File: src/rtl/ay_pkg.sv
// Shared constants for the AY-3-8912 envelope/mixer output stage.
// Optional feature macro: AY_STEREO_ABC_EN (consumed by the interface and top level).
package ay_pkg;

  // Bit positions inside R13 (env_shape)
  localparam int unsigned ShapeCont = 3;
  localparam int unsigned ShapeAtt  = 2;
  localparam int unsigned ShapeAlt  = 1;
  localparam int unsigned ShapeHold = 0;

  // clken pulses per envelope period tick
  localparam int unsigned PrescaleDefault = 16;

  // Envelope direction encoding
  localparam logic DirDown = 1'b0;
  localparam logic DirUp   = 1'b1;

  // Logarithmic amplitude table, entry [0] is the rightmost element
  localparam logic [15:0][7:0] VolLut = {
    8'd85, 8'd60, 8'd42, 8'd30, 8'd21, 8'd15, 8'd11, 8'd8,
    8'd5,  8'd4,  8'd3,  8'd2,  8'd1,  8'd1,  8'd1,  8'd0
  };

endpackage

File: src/rtl/ay_envelope_mixer_if.sv
// Register/generator side bus of the AY envelope/mixer stage.
// AY_STEREO_ABC_EN adds the out_l/out_r stereo outputs.
interface ay_envelope_mixer_if;

  logic        clken;
  logic [15:0] env_period;
  logic [3:0]  env_shape;
  logic        env_shape_wr;
  logic [2:0]  tone;
  logic        noise;
  logic [5:0]  mix_ctl;
  logic [4:0]  vol_a;
  logic [4:0]  vol_b;
  logic [4:0]  vol_c;
  logic [7:0]  out;
`ifdef AY_STEREO_ABC_EN
  logic [7:0]  out_l;
  logic [7:0]  out_r;

  modport master (
    output clken, env_period, env_shape, env_shape_wr, tone, noise, mix_ctl,
    output vol_a, vol_b, vol_c,
    input  out, out_l, out_r
  );

  modport slave (
    input  clken, env_period, env_shape, env_shape_wr, tone, noise, mix_ctl,
    input  vol_a, vol_b, vol_c,
    output out, out_l, out_r
  );
`else
  modport master (
    output clken, env_period, env_shape, env_shape_wr, tone, noise, mix_ctl,
    output vol_a, vol_b, vol_c,
    input  out
  );

  modport slave (
    input  clken, env_period, env_shape, env_shape_wr, tone, noise, mix_ctl,
    input  vol_a, vol_b, vol_c,
    output out
  );
`endif

endinterface

File: src/rtl/ay_envelope_gen.sv
// AY hardware envelope: prescaler, period counter and step/direction/hold state.
module ay_envelope_gen
  import ay_pkg::*;
#(
  parameter int unsigned PRESCALE = PrescaleDefault
) (
  input  logic        clk,
  input  logic        reset,
  input  logic        clken,
  input  logic [15:0] env_period,
  input  logic [3:0]  env_shape,
  input  logic        env_shape_wr,
  output logic [3:0]  env_level
);

  localparam int unsigned PscW = (PRESCALE > 1) ? $clog2(PRESCALE) : 1;

  logic [PscW-1:0] psc_q;
  logic [15:0]     per_q;
  logic [3:0]      step_q;
  logic [3:0]      shape_q;
  logic            dir_q;
  logic            held_q;
  logic            hold_hi_q;

  logic [15:0] eff_period;
  logic        tick;
  logic        step_pulse;

  // A period of 0 behaves like 1
  assign eff_period = (env_period == 16'd0) ? 16'd1 : env_period;
  assign tick       = clken && (psc_q == PscW'(PRESCALE - 1));
  // >= rather than == so a period shrunk mid-count still terminates
  assign step_pulse = tick && (({1'b0, per_q} + 17'd1) >= {1'b0, eff_period});

  // Envelope state; an R13 write restarts everything and wins over a coincident step
  always_ff @(posedge clk or posedge reset) begin
    if (reset) begin
      psc_q     <= '0;
      per_q     <= '0;
      step_q    <= '0;
      shape_q   <= '0;
      dir_q     <= DirDown;
      held_q    <= 1'b1;
      hold_hi_q <= 1'b0;
    end else if (env_shape_wr) begin
      psc_q     <= '0;
      per_q     <= '0;
      step_q    <= '0;
      shape_q   <= env_shape;
      dir_q     <= env_shape[ShapeAtt] ? DirUp : DirDown;
      held_q    <= 1'b0;
      hold_hi_q <= 1'b0;
    end else begin
      if (clken) psc_q <= tick ? '0 : psc_q + 1'b1;
      if (tick)  per_q <= step_pulse ? '0 : per_q + 16'd1;
      if (step_pulse && !held_q) begin
        if (step_q == 4'hF) begin
          if (!shape_q[ShapeCont]) begin
            held_q    <= 1'b1;
            hold_hi_q <= 1'b0;
          end else if (shape_q[ShapeHold]) begin
            held_q    <= 1'b1;
            hold_hi_q <= shape_q[ShapeAtt] ^ shape_q[ShapeAlt];
          end else begin
            step_q <= '0;
            if (shape_q[ShapeAlt]) dir_q <= ~dir_q;
          end
        end else begin
          step_q <= step_q + 4'd1;
        end
      end
    end
  end

  // Level from step and direction, with the hold override on top
  always_comb begin
    env_level = '0;
    if (held_q)             env_level = hold_hi_q ? 4'hF : 4'h0;
    else if (dir_q == DirUp) env_level = step_q;
    else                    env_level = 4'hF - step_q;
  end

endmodule

File: src/rtl/ay_envelope_mixer.sv
// AY-3-8912 output stage: envelope, R7 gating, log amplitude LUT and 3-channel sum.
// Define AY_STEREO_ABC_EN for additional ABC-stereo out_l/out_r outputs.
module ay_envelope_mixer
  import ay_pkg::*;
#(
  parameter int unsigned PRESCALE = PrescaleDefault
) (
  input  logic                clk,
  input  logic                reset,
  ay_envelope_mixer_if.slave  bus
);

  logic [3:0] env_level;
  logic [4:0] vol [3];
  logic [2:0] on;
  logic [3:0] lvl_d [3];
  logic [3:0] lvl_q [3];
  logic [7:0] amp_q [3];
  logic [7:0] out_q;

  ay_envelope_gen #(
    .PRESCALE(PRESCALE)
  ) u_env (
    .clk         (clk),
    .reset       (reset),
    .clken       (bus.clken),
    .env_period  (bus.env_period),
    .env_shape   (bus.env_shape),
    .env_shape_wr(bus.env_shape_wr),
    .env_level   (env_level)
  );

  assign vol[0] = bus.vol_a;
  assign vol[1] = bus.vol_b;
  assign vol[2] = bus.vol_c;

  // Gate each channel by tone/noise (a set disable bit forces that term high)
  always_comb begin
    for (int i = 0; i < 3; i++) begin
      on[i]    = (bus.tone[i] | bus.mix_ctl[i]) & (bus.noise | bus.mix_ctl[i + 3]);
      lvl_d[i] = on[i] ? (vol[i][4] ? env_level : vol[i][3:0]) : 4'h0;
    end
  end

  // S1: gated channel levels
  always_ff @(posedge clk or posedge reset) begin
    if (reset) begin
      for (int i = 0; i < 3; i++) lvl_q[i] <= '0;
    end else begin
      for (int i = 0; i < 3; i++) lvl_q[i] <= lvl_d[i];
    end
  end

  // S2: logarithmic amplitudes
  always_ff @(posedge clk or posedge reset) begin
    if (reset) begin
      for (int i = 0; i < 3; i++) amp_q[i] <= '0;
    end else begin
      for (int i = 0; i < 3; i++) amp_q[i] <= VolLut[lvl_q[i]];
    end
  end

  // S3: mono sum; table peak 3*85 = 255 so it cannot overflow
  always_ff @(posedge clk or posedge reset) begin
    if (reset) out_q <= '0;
    else       out_q <= amp_q[0] + amp_q[1] + amp_q[2];
  end

  assign bus.out = out_q;

`ifdef AY_STEREO_ABC_EN
  logic [8:0] sum_l;
  logic [8:0] sum_r;
  logic [7:0] out_l_q;
  logic [7:0] out_r_q;

  // B is split half into each side; saturation guards against future table changes
  always_comb begin
    sum_l = {1'b0, amp_q[0]} + {2'b00, amp_q[1][7:1]} + 9'd1;
    sum_r = {1'b0, amp_q[2]} + {2'b00, amp_q[1][7:1]} + 9'd1;
  end

  // S3: stereo outputs, saturated to 8 bits
  always_ff @(posedge clk or posedge reset) begin
    if (reset) begin
      out_l_q <= '0;
      out_r_q <= '0;
    end else begin
      out_l_q <= sum_l[8] ? 8'hFF : sum_l[7:0];
      out_r_q <= sum_r[8] ? 8'hFF : sum_r[7:0];
    end
  end

  assign bus.out_l = out_l_q;
  assign bus.out_r = out_r_q;
`endif

endmodule

File: src/flat_wrapper.sv
// flat-port wrapper written by rule: the top's interface ports become plain ports
module ay_envelope_mixer_flat import ay_pkg::*;
#(
  parameter int unsigned PRESCALE = PrescaleDefault
)
  (clk, reset, bus_clken, bus_env_period, bus_env_shape, bus_env_shape_wr, bus_tone, bus_noise, bus_mix_ctl, bus_vol_a, bus_vol_b, bus_vol_c, bus_out);
  ay_envelope_mixer_if bus_i ();
  input  logic clk;
  input  logic reset;
  input wire logic [$bits(bus_i.clken)-1:0] bus_clken;
  input wire logic [$bits(bus_i.env_period)-1:0] bus_env_period;
  input wire logic [$bits(bus_i.env_shape)-1:0] bus_env_shape;
  input wire logic [$bits(bus_i.env_shape_wr)-1:0] bus_env_shape_wr;
  input wire logic [$bits(bus_i.tone)-1:0] bus_tone;
  input wire logic [$bits(bus_i.noise)-1:0] bus_noise;
  input wire logic [$bits(bus_i.mix_ctl)-1:0] bus_mix_ctl;
  input wire logic [$bits(bus_i.vol_a)-1:0] bus_vol_a;
  input wire logic [$bits(bus_i.vol_b)-1:0] bus_vol_b;
  input wire logic [$bits(bus_i.vol_c)-1:0] bus_vol_c;
  output wire logic [$bits(bus_i.out)-1:0] bus_out;
  assign bus_i.clken = bus_clken;
  assign bus_i.env_period = bus_env_period;
  assign bus_i.env_shape = bus_env_shape;
  assign bus_i.env_shape_wr = bus_env_shape_wr;
  assign bus_i.tone = bus_tone;
  assign bus_i.noise = bus_noise;
  assign bus_i.mix_ctl = bus_mix_ctl;
  assign bus_i.vol_a = bus_vol_a;
  assign bus_i.vol_b = bus_vol_b;
  assign bus_i.vol_c = bus_vol_c;
  assign bus_out = bus_i.out;
  ay_envelope_mixer #(.PRESCALE(PRESCALE)) u_core (.clk(clk), .reset(reset), .bus(bus_i));
endmodule
File: config.mk
export PLATFORM = sky130hd
export DESIGN_NAME = ay_envelope_mixer_flat
export DESIGN_NICKNAME = d
export VERILOG_FILES = /design/src/rtl/ay_pkg.sv /design/src/rtl/ay_envelope_mixer_if.sv /design/src/rtl/ay_envelope_gen.sv /design/src/rtl/ay_envelope_mixer.sv /design/src/flat_wrapper.sv
export SDC_FILE = /design/constraint.sdc
export NUM_CORES = 1
export LEC_CHECK = 0
export CAP_MARGIN = 10
export CORE_ASPECT_RATIO = 1.25
export CORE_MARGIN = 1
export CORE_UTILIZATION = 55
export DETAILED_ROUTE_END_ITERATION = 10
export GPL_ROUTABILITY_DRIVEN = 0
export HOLD_SLACK_MARGIN = 0.03
export MAX_ROUTING_LAYER = met4
export PLACE_DENSITY = 0.8
export SYNTH_ARGS = -nofsm -noshare
export SYNTH_HDL_FRONTEND = slang
export SYNTH_HIERARCHICAL = 1
export SYNTH_SLANG_ARGS = --single-unit
File: constraint.sdc
create_clock -name clk -period 4.2 [get_ports clk]
set_input_delay 0.63 -clock clk [delete_from_list [all_inputs] [get_ports clk]]
set_output_delay 0.63 -clock clk [all_outputs]
set_load 0.02 [all_outputs]
==> results.md <==
- WP data required: 4.43 ns
- RSZ-0062 raised after global routing: no
- Root buffer cell: clkbuf_8
- First-pass GRT wire length: 15100 um
- Critical path type: flop to flop
- Reg-to-Reg End: u_core/u_env/step_q[3]
- Die area: 8510 um2
- # H-tree levels: 3
- Crit path DAT: 3.68 ns
- CTS Sinks: 72
- Max-slew headroom: 0.513
- Async set-reset flop share out of synthesis: 1.00
- Post-route setup slack: 0.745 ns
- CTS resizes: 0
- Mapped cell area: 4480 um2
- Port Buffers: 56
- Syn Inst Count: 453
- Worst R2R Path Depth: 12
- Final nets: 590
- Reg-to-reg startpoint: u_core/u_env/per_q[0]
- Row count: 36
- Initial Utilization: 0.572
- Tmin final: 3.46 ns
- Worst Max-Slew Pin Slew: 0.729 ns
- Setup crit end kind: flop
- Sequential element share of the synthesized area: 0.402
- Hold endpoint: u_core/amp_q[1]
- Post-synth cell types: 59
- Tightest Hold Check Type: flop to flop
- Top-count cell post-synth: dfrtp_1
- DRT Pass-1 Iters: 4
- Hold Crit Start: u_core/lvl_q[1]
- WL per Instance: 15.0 um
- Synth-to-layout area growth: 17.5%
- Static Leak: 2.43 nW
- CP Max Fanout: 20
- Setup violators final: 0
- Hold_buf cts: 0
- YS warnings: 6
- Global Route Usage Sum: 0.242
- Vias: 3423
- Largest net degree at the start of global routing: 32
- Setup Buffers After CTS: 0
- CTS buffer count: 9
- Worst Hold Depth: 1
- Final Hold Viols: 0
- TritonCTS clock tree: built
- Slew Limit Fails: 0
- Top post-synthesis cells by area: dfrtp_1 40%, ha_1 9.5%, mux2i_1 5.4%
- Die height: 103 um
- Startpoint types: flop
- HPWL after detailed placement: 7100 um
- Layout cell share with drive strength beyond 1: 0.0714
- Placement Setup Slack: 0.778 ns
- DRC errors left: 0
- Maximum vdd drop: 334 uV
- Hold Slack: 0.512 ns
- Most frequent cells after synthesis: 71 x dfrtp_1, 41 x inv_1, 34 x ha_1, 33 x nor2_1, 29 x nand2_1
- GRT overflow: 0
- Clock Latency Late Sink: 0.34 ns
- Fin crit share: 0.823
- Setup slack, reg-to-reg: 0.74 ns
- Status: complete, no violations
- Flops & latches, synth: 72
- Detailed Route Iter0 Violations: 185
- Primary FF master, synth: dfrtp_1
- Longest Clk Path Bufs: 2
- Post-synth top area cell: dfrtp_1
- Mapped Avg Cell Area: 9.89 um2
- Syn nets: 544
- IO Pins: 57
- Yosys top cell area share: 0.397
- Max Freq: 0.289 GHz
- Total wire length: 8970 um
- Max-cap violations: 0
- Setup TNS: 0 ns
- Pwr per Cell Area: 323 nW/um2
- Floorplan core area: 7840 um2
- Vias in the first global route: 3421
- Worst Skew: 0.0108 ns
- Ant. Diodes: 0
- Post-route ant nets: 0
- Number of flops mapped to enable cells by yosys: 0
- Initial antenna violation count: 0
- Drt via density: 5.71
- Reg clk slew, reported paths: 0.08 ns
- Die W: 82.7 um
==> how the worst max path moves through the flow <==
stage | startpoint | endpoint | slack [ns] | cells after the start
2_1_floorplan | u_core/u_env/per_q[0] | u_core/u_env/dir_q | 1.14 | 13
3_3_place_gp | u_core/u_env/per_q[0] | u_core/u_env/per_q[11] | 0.88 | 12
3_5_place_dp | u_core/u_env/per_q[0] | u_core/u_env/step_q[3] | 0.78 | 12
4_1_cts | u_core/u_env/per_q[0] | u_core/u_env/step_q[3] | 0.74 | 12
5_1_grt | u_core/u_env/per_q[0] | u_core/u_env/hold_hi_q | 0.45 | 12
6_report | u_core/u_env/per_q[0] | u_core/u_env/step_q[3] | 0.74 | 12
==> power breakdown <==
part           switching (W)  total [W]  internal (W)
clock               0.000274   0.000553      0.000279
combinational       0.000172   0.000351      0.000179
sequential         0.0000411   0.000796      0.000755
==> kinds of logic after synthesis <==
family	Yosys count	share of synthesized area
AOI/OAI and AO/OA	73	0.118
muxes	28	0.0637
DFF	72	0.402
buffers and inverters	66	0.0628
xor gates and xnor gates	26	0.0508
and+or+nand+nor	146	0.171
adders and majority gates	42	0.131
==> metal layers <==
| metal | vias up | global-route usage | wire length (um) | share of wire |
|---|---|---|---|---|
| met4 | 0 | 0.0756 | 129 | 0.014 |
| met5 | - | - | 0 | 0 |
| met3 | 14 | 0.0487 | 318 | 0.035 |
| met2 | 65 | 0.414 | 4840 | 0.54 |
| met1 | 1659 | 0.282 | 3680 | 0.41 |
| li1 | 1685 | - | - | - |
==> worst max-delay path: stages, from the launching register on <==
cell and delay, ns:
dfrtp_1 0.47, ha_1 0.30, and3_4 0.24, and4_4 0.25
nand3_1 0.10, xnor2_1 0.17, ha_1 0.30, nand4_1 0.11
nor4_1 0.34, nor3_2 0.09, o221a_2 0.42, or3_1 0.42
o211a_1 0.13
==> layout make-up <==
type,count,area [um2]
clock buffers,9,124
well taps,95,119
repair buffers,60,591
inverters,41,154
clock inverters,7,80.1
multi-input cells,315,2400
fillers,619,2570
flip-flops and latches,72,1800
==> through the flow <==
step,utilization,cells,area (um2),total power (W)
after floorplan,-,453,4480,0.00101
after global placement,0.646,583,5060,0.00115
after detailed placement,0.646,583,5060,0.00117
after CTS,0.672,599,5270,0.00172
after global routing,0.672,599,5270,0.00180
final,0.672,599,5270,0.00170
==> placed cells by master (no fill, tap or decap), types with 3 or more instances in the layout <==
cell | netlist | routed
xor2_1 | 9 | 9
nand2_1 | 29 | 29
inv_1 | 41 | 41
a21oi_1 | 15 | 15
xnor2_1 | 17 | 17
mux2_2 | 4 | 4
buf_4 | 3 | 4
nor4_1 | 4 | 4
a31oi_1 | 6 | 6
nor3_1 | 9 | 9
ha_1 | 34 | 34
dfrtp_1 | 71 | 71
mux2i_1 | 24 | 24
clkdlybuf4s50_1 | 0 | 56
o21bai_1 | 3 | 3
nand4_1 | 9 | 9
nor2b_1 | 11 | 11
nor2_1 | 33 | 33
clkbuf_8 | 0 | 9
o21ai_0 | 9 | 9
a211oi_1 | 4 | 4
or3_1 | 3 | 3
or4_1 | 3 | 3
fa_1 | 8 | 8
and3_1 | 7 | 7
a21o_1 | 3 | 3
a22o_1 | 3 | 3
nand3_1 | 22 | 22
o31ai_1 | 4 | 4
o22ai_1 | 6 | 6
clkinv_4 | 0 | 3
==> state kept, by name (all words and copies together) (netlist names) <==
signal / flops
u_core/amp_q: 21
u_core/bus.out: 8
u_core/lvl_q: 12
u_core/u_env/dir_q: 1
u_core/u_env/held_q: 1
u_core/u_env/hold_hi_q: 1
u_core/u_env/per_q: 16
u_core/u_env/psc_q: 4
u_core/u_env/shape_q: 4
u_core/u_env/step_q: 4
Power figures use the tool's default switching activity.
